===== config.mk =====
export PLATFORM = sky130hd
export DESIGN_NAME = result_demux
export DESIGN_NICKNAME = d
export VERILOG_FILES = /design/src/rtl/result_demux.sv
export SDC_FILE = /design/constraint.sdc
export NUM_CORES = 1
export LEC_CHECK = 0
export CAP_MARGIN = 10
export CORE_AREA = 2 2 131 133
export CTS_BUF_LIST = sky130_fd_sc_hd__clkbuf_4
export CTS_CLUSTER_DIAMETER = 150
export CTS_CLUSTER_SIZE = 20
export DETAILED_ROUTE_END_ITERATION = 8
export DIE_AREA = 0 0 133 135
export DONT_BUFFER_PORTS = 1
export PLACE_DENSITY = 0.8
export SYNTH_ARGS = -nofsm -noshare
export SYNTH_HDL_FRONTEND = slang
export SYNTH_SLANG_ARGS = --single-unit
export TNS_END_PERCENT = 5

===== constraint.sdc =====
create_clock -name clk -period 3.65 [get_ports clk]
set_input_delay 0.73 -clock clk [delete_from_list [all_inputs] [get_ports clk]]
set_output_delay 0.73 -clock clk [all_outputs]
set_load 0.005 [all_outputs]

===== src/rtl/result_demux.sv =====
// Registered 1-to-8 result demultiplexer: steers one producer word into one of
// eight single-entry holding registers, each drained independently by valid/ready.
module result_demux #(
    parameter int WIDTH = 32,
    parameter int SEL_W = 3
) (
    input  logic                      clk,
    input  logic                      rst_n,
    input  logic [WIDTH-1:0]          in_data,
    input  logic [SEL_W-1:0]          in_sel,
    input  logic                      in_valid,
    output logic                      in_ready,
    output logic [(2**SEL_W)*WIDTH-1:0] out_data,
    output logic [(2**SEL_W)-1:0]     out_valid,
    input  logic [(2**SEL_W)-1:0]     out_ready,
    output logic [15:0]               xfer_cnt
);

    localparam int NCH = 2**SEL_W;

    typedef enum logic {
        EMPTY = 1'b0,
        FULL  = 1'b1
    } chan_state_t;

    chan_state_t         state_r     [NCH];
    chan_state_t         state_nxt_s [NCH];
    logic [WIDTH-1:0]    data_r      [NCH];
    logic [NCH-1:0]      full_s;
    logic [NCH-1:0]      wr_en_s;
    logic [NCH-1:0]      drain_s;
    logic                in_ready_s;
    logic                accept_s;
    logic [15:0]         xfer_cnt_r;

    // Only the addressed channel gates acceptance; in_valid never feeds in_ready.
    always_comb begin
        in_ready_s = !full_s[in_sel] || out_ready[in_sel];
        accept_s   = in_valid && in_ready_s;
    end

    // Per-channel write enable and drain qualifiers.
    always_comb begin
        wr_en_s = '0;
        drain_s = '0;
        for (int i = 0; i < NCH; i++) begin
            full_s[i]  = (state_r[i] == FULL);
            if (accept_s && (in_sel == SEL_W'(i))) begin
                wr_en_s[i] = 1'b1;
            end else begin
                wr_en_s[i] = 1'b0;
            end
            drain_s[i] = full_s[i] && out_ready[i];
        end
    end

    // Channel FSM next state: a same-cycle accept overrides a drain.
    always_comb begin
        for (int i = 0; i < NCH; i++) begin
            state_nxt_s[i] = state_r[i];
            case (state_r[i])
                EMPTY: begin
                    if (wr_en_s[i]) begin
                        state_nxt_s[i] = FULL;
                    end else begin
                        state_nxt_s[i] = EMPTY;
                    end
                end
                FULL: begin
                    if (wr_en_s[i]) begin
                        state_nxt_s[i] = FULL;
                    end else if (drain_s[i]) begin
                        state_nxt_s[i] = EMPTY;
                    end else begin
                        state_nxt_s[i] = FULL;
                    end
                end
                default: state_nxt_s[i] = EMPTY;
            endcase
        end
    end

    // Channel state registers.
    always_ff @(posedge clk or negedge rst_n) begin
        if (!rst_n) begin
            for (int i = 0; i < NCH; i++) begin
                state_r[i] <= EMPTY;
            end
        end else begin
            for (int i = 0; i < NCH; i++) begin
                state_r[i] <= state_nxt_s[i];
            end
        end
    end

    // Holding registers; a drained word stays put until overwritten.
    always_ff @(posedge clk or negedge rst_n) begin
        if (!rst_n) begin
            for (int i = 0; i < NCH; i++) begin
                data_r[i] <= '0;
            end
        end else begin
            for (int i = 0; i < NCH; i++) begin
                if (wr_en_s[i]) begin
                    data_r[i] <= in_data;
                end else begin
                    data_r[i] <= data_r[i];
                end
            end
        end
    end

    // Accepted-word counter, wraps naturally at 16 bits.
    always_ff @(posedge clk or negedge rst_n) begin
        if (!rst_n) begin
            xfer_cnt_r <= 16'h0000;
        end else if (accept_s) begin
            xfer_cnt_r <= xfer_cnt_r + 16'h0001;
        end else begin
            xfer_cnt_r <= xfer_cnt_r;
        end
    end

    generate
        for (genvar g = 0; g < NCH; g++) begin : g_out
            assign out_data[g*WIDTH +: WIDTH] = data_r[g];
            assign out_valid[g]               = (state_r[g] == FULL);
        end
    endgenerate

    assign in_ready = in_ready_s;
    assign xfer_cnt = xfer_cnt_r;

endmodule

==> results of run 1 <==
[routing by layer]
layer / global-route usage [%] / vias to the layer above / wire (µm)
met3: 10.40 / 48 / 2495
met1: 30.62 / 2937 / 8523
met2: 45.68 / 265 / 12150
met5: 0 / - / 0
met4: 8.423 / 0 / 813
li1: - / 2268 / -
[sequential cells by signal, summed over array words and instances, names as in the netlist]
name	count
out_data	256
out_valid	8
xfer_cnt	16
[layout make-up]
class / instances / area (µm²)
flip-flops and latches: 280 / 7007
diodes: 1 / 2.502
inverters: 7 / 26.28
well taps: 220 / 275.3
multi-input cells: 333 / 3413
clock buffers: 17 / 127.6
clock inverters: 1 / 3.754
fillers: 1091 / 5507
repair buffers: 6 / 45.04
[power breakdown]
part | switching, mW | leakage (nW) | internal [mW] | total (mW)
Clock | 0.857 | 0.0825 | 0.220 | 1.08
Combinational | 0.259 | 1.31 | 0.551 | 0.811
Sequential | 0.694 | 3.40 | 3.81 | 4.51
Total | 1.81 | 4.80 | 4.59 | 6.40
[logic make-up after synthesis]
kind of cell	share of synthesized area, %
DFF	66.37
muxes	27.41
and+or+nand+nor	2.608
buffers and inverters	1.565
xor gates and xnor gates	1.245
AOI/OAI and AO/OA	0.6756
adders and majority gates	0.1185
[placed cells by master, fill, tap and decap left out]
cell / synthesis / final
nor3_1: 2 / 2
and2_1: 2 / 1
inv_2: 0 / 1
nand3b_1: 3 / 3
and3_1: 4 / 4
nand3_2: 0 / 4
clkbuf_4: 0 / 17
nor2_1: 2 / 2
diode_2: 0 / 1
nand2_2: 0 / 3
nand2_1: 11 / 8
inv_1: 7 / 7
buf_4: 0 / 6
xnor2_1: 15 / 15
a2111oi_1: 1 / 1
nand4_1: 11 / 11
nor3b_1: 1 / 1
o2111a_1: 1 / 1
mux2_2: 257 / 257
o21ai_0: 6 / 6
o311a_1: 2 / 2
ha_1: 1 / 1
nor2b_1: 4 / 4
nand2b_1: 2 / 2
and2_2: 0 / 1
nand3_1: 7 / 3
dfrtp_1: 280 / 280
or4_1: 1 / 1
[cells in the mapped netlist]
cell type and instances:
dfrtp_1 280, mux2_2 257, buf_2 15, xnor2_1 15
clkbuf_1 11, nand2_1 11, nand4_1 11, inv_1 7
nand3_1 7, o21ai_0 6, and3_1 4, nor2b_1 4
buf_1 3, nand3b_1 3, and2_1 2, nand2b_1 2
nor2_1 2, nor3_1 2, o311a_1 2, a2111oi_1 1
buf_6 1, ha_1 1, nor3b_1 1, o2111a_1 1
or4_1 1
[metrics by stage]
step                hold WS [ns]  cell area, µm²  worst slack [ns]  power [mW]
floorplan                 0.4344           10560            0.9314       5.003
global placement          0.4401           10770            0.7603       5.293
detailed placement        0.4402           10770            0.6688       5.399
CTS                      -0.3099           10900            0.3652       6.442
global route             -0.3208           10900            0.2666       6.676
finish                   -0.2488           10900            0.3838       6.396
[worst paths after layout]
kind                         startpoint           end  slack, ns
setup / recovery           out_valid[2]      in_ready       0.38
hold / removal                    rst_n   xfer_cnt[2]      -0.25
setup reg to reg           out_valid[2]  out_data[80]       0.88
hold reg to reg            xfer_cnt[15]  xfer_cnt[15]       0.54
max in group asynchronous         rst_n  out_data[56]       3.20
min in group clk           out_ready[4]  out_valid[4]       0.16
==> results_dict.tcl, run 1 <==
set metrics [dict create \
    max_freq_mhz 306.2 \
    fp.dieW_um 133 \
    critPathLaunchType "register" \
    root_buffer "clkbuf_4" \
    cp_slowest_cell "a2111oi_1" \
    die_height_um 135 \
    crit_path_cell_trace "nor2b_1 -> a2111oi_1 -> or4_1" \
    grt_overflow 0 \
    wl_per_cell_um 27.73 \
    cts.sinks 280 \
    fin_tns_setup_ns 0 \
    post-synth-top-area-cell "dfrtp_1" \
    setup_viol 0 \
    worst_hold_slack_ns -0.2488 \
    clk_latency_ns 0.67 \
    syn_area_mm2 0.01056 \
    avgSynthCellArea_um2 16.24 \
    vias 5518 \
    cts_made_buffers 17 \
    via_per_inst 6.379 \
    dieArea_mm2 0.01796 \
    drive_above_1_share_pct 44.88 \
    fin_worst_skew_ns 0.03543 \
    required_ns 2.92 \
    status "complete, but fails checks" \
    drt_first_iter_violations 211 \
    antenna_found_initial 1 \
    post-route-util_pct 66.44 \
    num_io_pins 327 \
    ff2ff_path_depth 5 \
    worstPathArrival_ns 2.54 \
    peakVddDrop_uv 363.3 \
    synth_cell_types 25 \
    fin_crit_sh_pct 89.49 \
    drv_cap 0 \
    grt_use_total_pct 26.46 \
    dp_hpwl_um 16380 \
    final_cells 865 \
    grt_max_degree 281 \
    rows 47 \
    synth_seq_cells 280 \
    drc 0 \
    synthTopCellsByArea "dfrtp_1 (66%), mux2_2 (27%), xnor2_1 (1.2%), buf_2 (0.71%), nand4_1 (0.65%)" \
    cts_resized 0 \
    syn_nets 697 \
    rsz0062_at_grt "no" \
    grt_pass1_wl_um 36190 \
    p_leak_nw 4.797 \
    firstDrtPassIters 4 \
    worst_pin_slew_ns 1.068 \
    critPathBufInv 0 \
    crit_path_end_kind "primary output" \
    syn_inst 650 \
    violations "negative hold slack" \
    yosysWarnings 0 \
    nets 692 \
    crit_fanout 16 \
    htree_levels 1 \
    cts_setup_buffers 0 \
    cp.depth 3 \
    max_stage_delay_ns 0.71 \
    synth-seq-area-share_pct 66.37 \
    slew_headroom_pct 28.71 \
    place_inst 846 \
    crit_family "simple AND/OR/NAND/NOR gates" \
    grt_pass1_vias 5999 \
    clockBufferDepth 3 \
    portBuffers 0 \
    final-max-slew-violation-count 0 \
    clkTransAtPathRegs_ns 0.19 \
    routed_wirelength_um 23980 \
    path_class "reg2out" \
    routabilityCongestion 0.8312 \
    hp-class "in2async" \
    start_util_pct 64.34 \
    hold_viol 280 \
    core_area_mm2 0.01641 \
    final_antenna_net_count 0 \
    power_density_mw_per_mm2 586.8 \
    yosysTopAreaCellShare_pct 66.37 \
    cts_tree "done" \
    finalCriticalPeriod_ns 3.266 \
    area_delta_synth_final_pct 3.260 \
]
Power figures use the tool's default switching activity.
==> run 2: changes to the inputs <==
--- a/config.mk
+++ b/config.mk
@@ -6,14 +6,13 @@
 export NUM_CORES = 1
 export LEC_CHECK = 0
 export CAP_MARGIN = 10
-export CORE_AREA = 2 2 131 133
+export CORE_AREA = 2 2 149 151
 export CTS_BUF_LIST = sky130_fd_sc_hd__clkbuf_4
 export CTS_CLUSTER_DIAMETER = 150
 export CTS_CLUSTER_SIZE = 20
 export DETAILED_ROUTE_END_ITERATION = 8
-export DIE_AREA = 0 0 133 135
+export DIE_AREA = 0 0 151 153
 export DONT_BUFFER_PORTS = 1
-export PLACE_DENSITY = 0.8
 export SYNTH_ARGS = -nofsm -noshare
 export SYNTH_HDL_FRONTEND = slang
 export SYNTH_SLANG_ARGS = --single-unit
==> run 2 against run 1 <==
Effect of this change:
- the flow still finishes with violations (negative hold slack)
- die area is 29% higher
- fmax increased by 2.3%
- cell count grew 7.5%
- register-to-register slack better by 0.46 ns
==> results_dict.tcl, run 2 (synthesis gave the netlist of run 1 again) <==
set metrics [dict create \
    status "complete, but fails checks" \
    violations "negative hold slack" \
    dp_hpwl_um 16980 \
    start_util_pct 49.13 \
    final_area_mm2 0.01103 \
    crit_path_cell_trace "nor2b_1 -> a2111oi_1 -> or4_1 -> buf_4" \
    grt_overflow 0 \
    fin_worst_skew_ns 0.03394 \
    grt_max_degree 281 \
    nets 698 \
    htree_levels 1 \
    rows 54 \
    cp_slowest_cell "a2111oi_1" \
    firstDrtPassIters 4 \
    drc 0 \
    rsz0062_at_grt "no" \
    core_area_mm2 0.02149 \
    root_buffer "clkbuf_4" \
    power_density_mw_per_mm2 579.3 \
    grt_pass1_vias 5850 \
    slew_headroom_pct 48.69 \
    required_ns 2.92 \
    cts_made_buffers 17 \
    final-max-slew-violation-count 0 \
    crit_family "compound AO/OA/AOI/OAI gates" \
    dieArea_mm2 0.02310 \
    peakVddDrop_uv 288.0 \
    fin_tns_setup_ns 0 \
    routed_wirelength_um 24720 \
    post_dp_cell_area_mm2 0.01090 \
    critPathLaunchType "register" \
    worst_pin_slew_ns 0.7677 \
    mostFrequentLayoutCell "dfrtp_1" \
    area_delta_synth_final_pct 4.480 \
    p_leak_nw 4.822 \
    hold_viol 280 \
    largest_reg_flops 256 \
    wl_per_cell_um 26.58 \
    max_stage_delay_ns 0.74 \
    die_height_um 153 \
    cts_resized 0 \
    setup_viol 0 \
    final_antenna_net_count 0 \
    fp.dieW_um 151 \
    hp-class "in2async" \
    worst_hold_slack_ns -0.2702 \
    vias 5423 \
    crit_path_end_kind "primary output" \
    via_per_inst 5.831 \
    portBuffers 0 \
    clk_latency_ns 0.65 \
    grt_pass1_wl_um 37050 \
    path_class "reg2out" \
    max_freq_mhz 313.1 \
    worstPathArrival_ns 2.46 \
    antenna_found_initial 1 \
    pre_cts_slack_ns 0.9356 \
    clkTransAtPathRegs_ns 0.21 \
    num_io_pins 327 \
    cts.sinks 280 \
    cts_setup_buffers 0 \
    drive_above_1_share_pct 45.30 \
    fin_crit_sh_pct 87.51 \
    crit_fanout 16 \
    finalCriticalPeriod_ns 3.194 \
    setup_ws_ns 0.4559 \
    final_cell_mix "dfrtp_1 (280), mux2_2 (257), clkbuf_4 (17), xnor2_1 (15)" \
    drt_first_iter_violations 204 \
    routabilityCongestion 0.8725 \
    critPathBufInv 1 \
    cts_tree "done" \
    grt_use_total_pct 21.09 \
    clockBufferDepth 3 \
    drv_cap 0 \
]
## run 2: stage by stage
stage	util [%]	instances	total power, mW
after floorplan	-	650	5.003
after global placement	50.73	912	5.327
after detailed placement	50.73	912	5.400
after CTS	51.32	929	6.474
after global routing	51.33	930	6.743
final	51.33	930	6.390
## run 2: per-layer routing
layer / wire length, µm / vias up / track usage (%)
met1: 9213 / 2861 / 25.40
met3: 2817 / 36 / 8.478
met2: 11950 / 241 / 34.65
met5: 0 / - / 0
li1: - / 2285 / -
met4: 737 / 0 / 6.809
## run 2: final timing paths
kind	from	to	slack (ns)	cells past startpoint
setup / recovery	out_valid[2]	in_ready	0.46	4
setup reg to reg	out_valid[2]	xfer_cnt[1]	1.34	6
hold / removal	rst_n	out_data[56]	-0.27	0
min in group clk	out_ready[4]	out_valid[4]	0.13	1
hold reg to reg	xfer_cnt[15]	xfer_cnt[15]	0.53	1
max in group asynchronous	rst_n	out_data[168]	3.46	0
## run 2: cell type report
class / instances / area [µm²]
Antenna cell: 1 / 2.502
Fill cell: 1807 / 10460
Inverter: 7 / 26.28
Sequential cell: 280 / 7007
Multi-Input combinational cell: 333 / 3413
Timing Repair Buffer: 12 / 102.6
Tap cell: 280 / 350.3
Clock buffer: 17 / 127.6
## run 2: report_power, final
part	switching (mW)	internal, mW
clock network	0.863	0.218
registers	0.693	3.81
logic	0.247	0.553
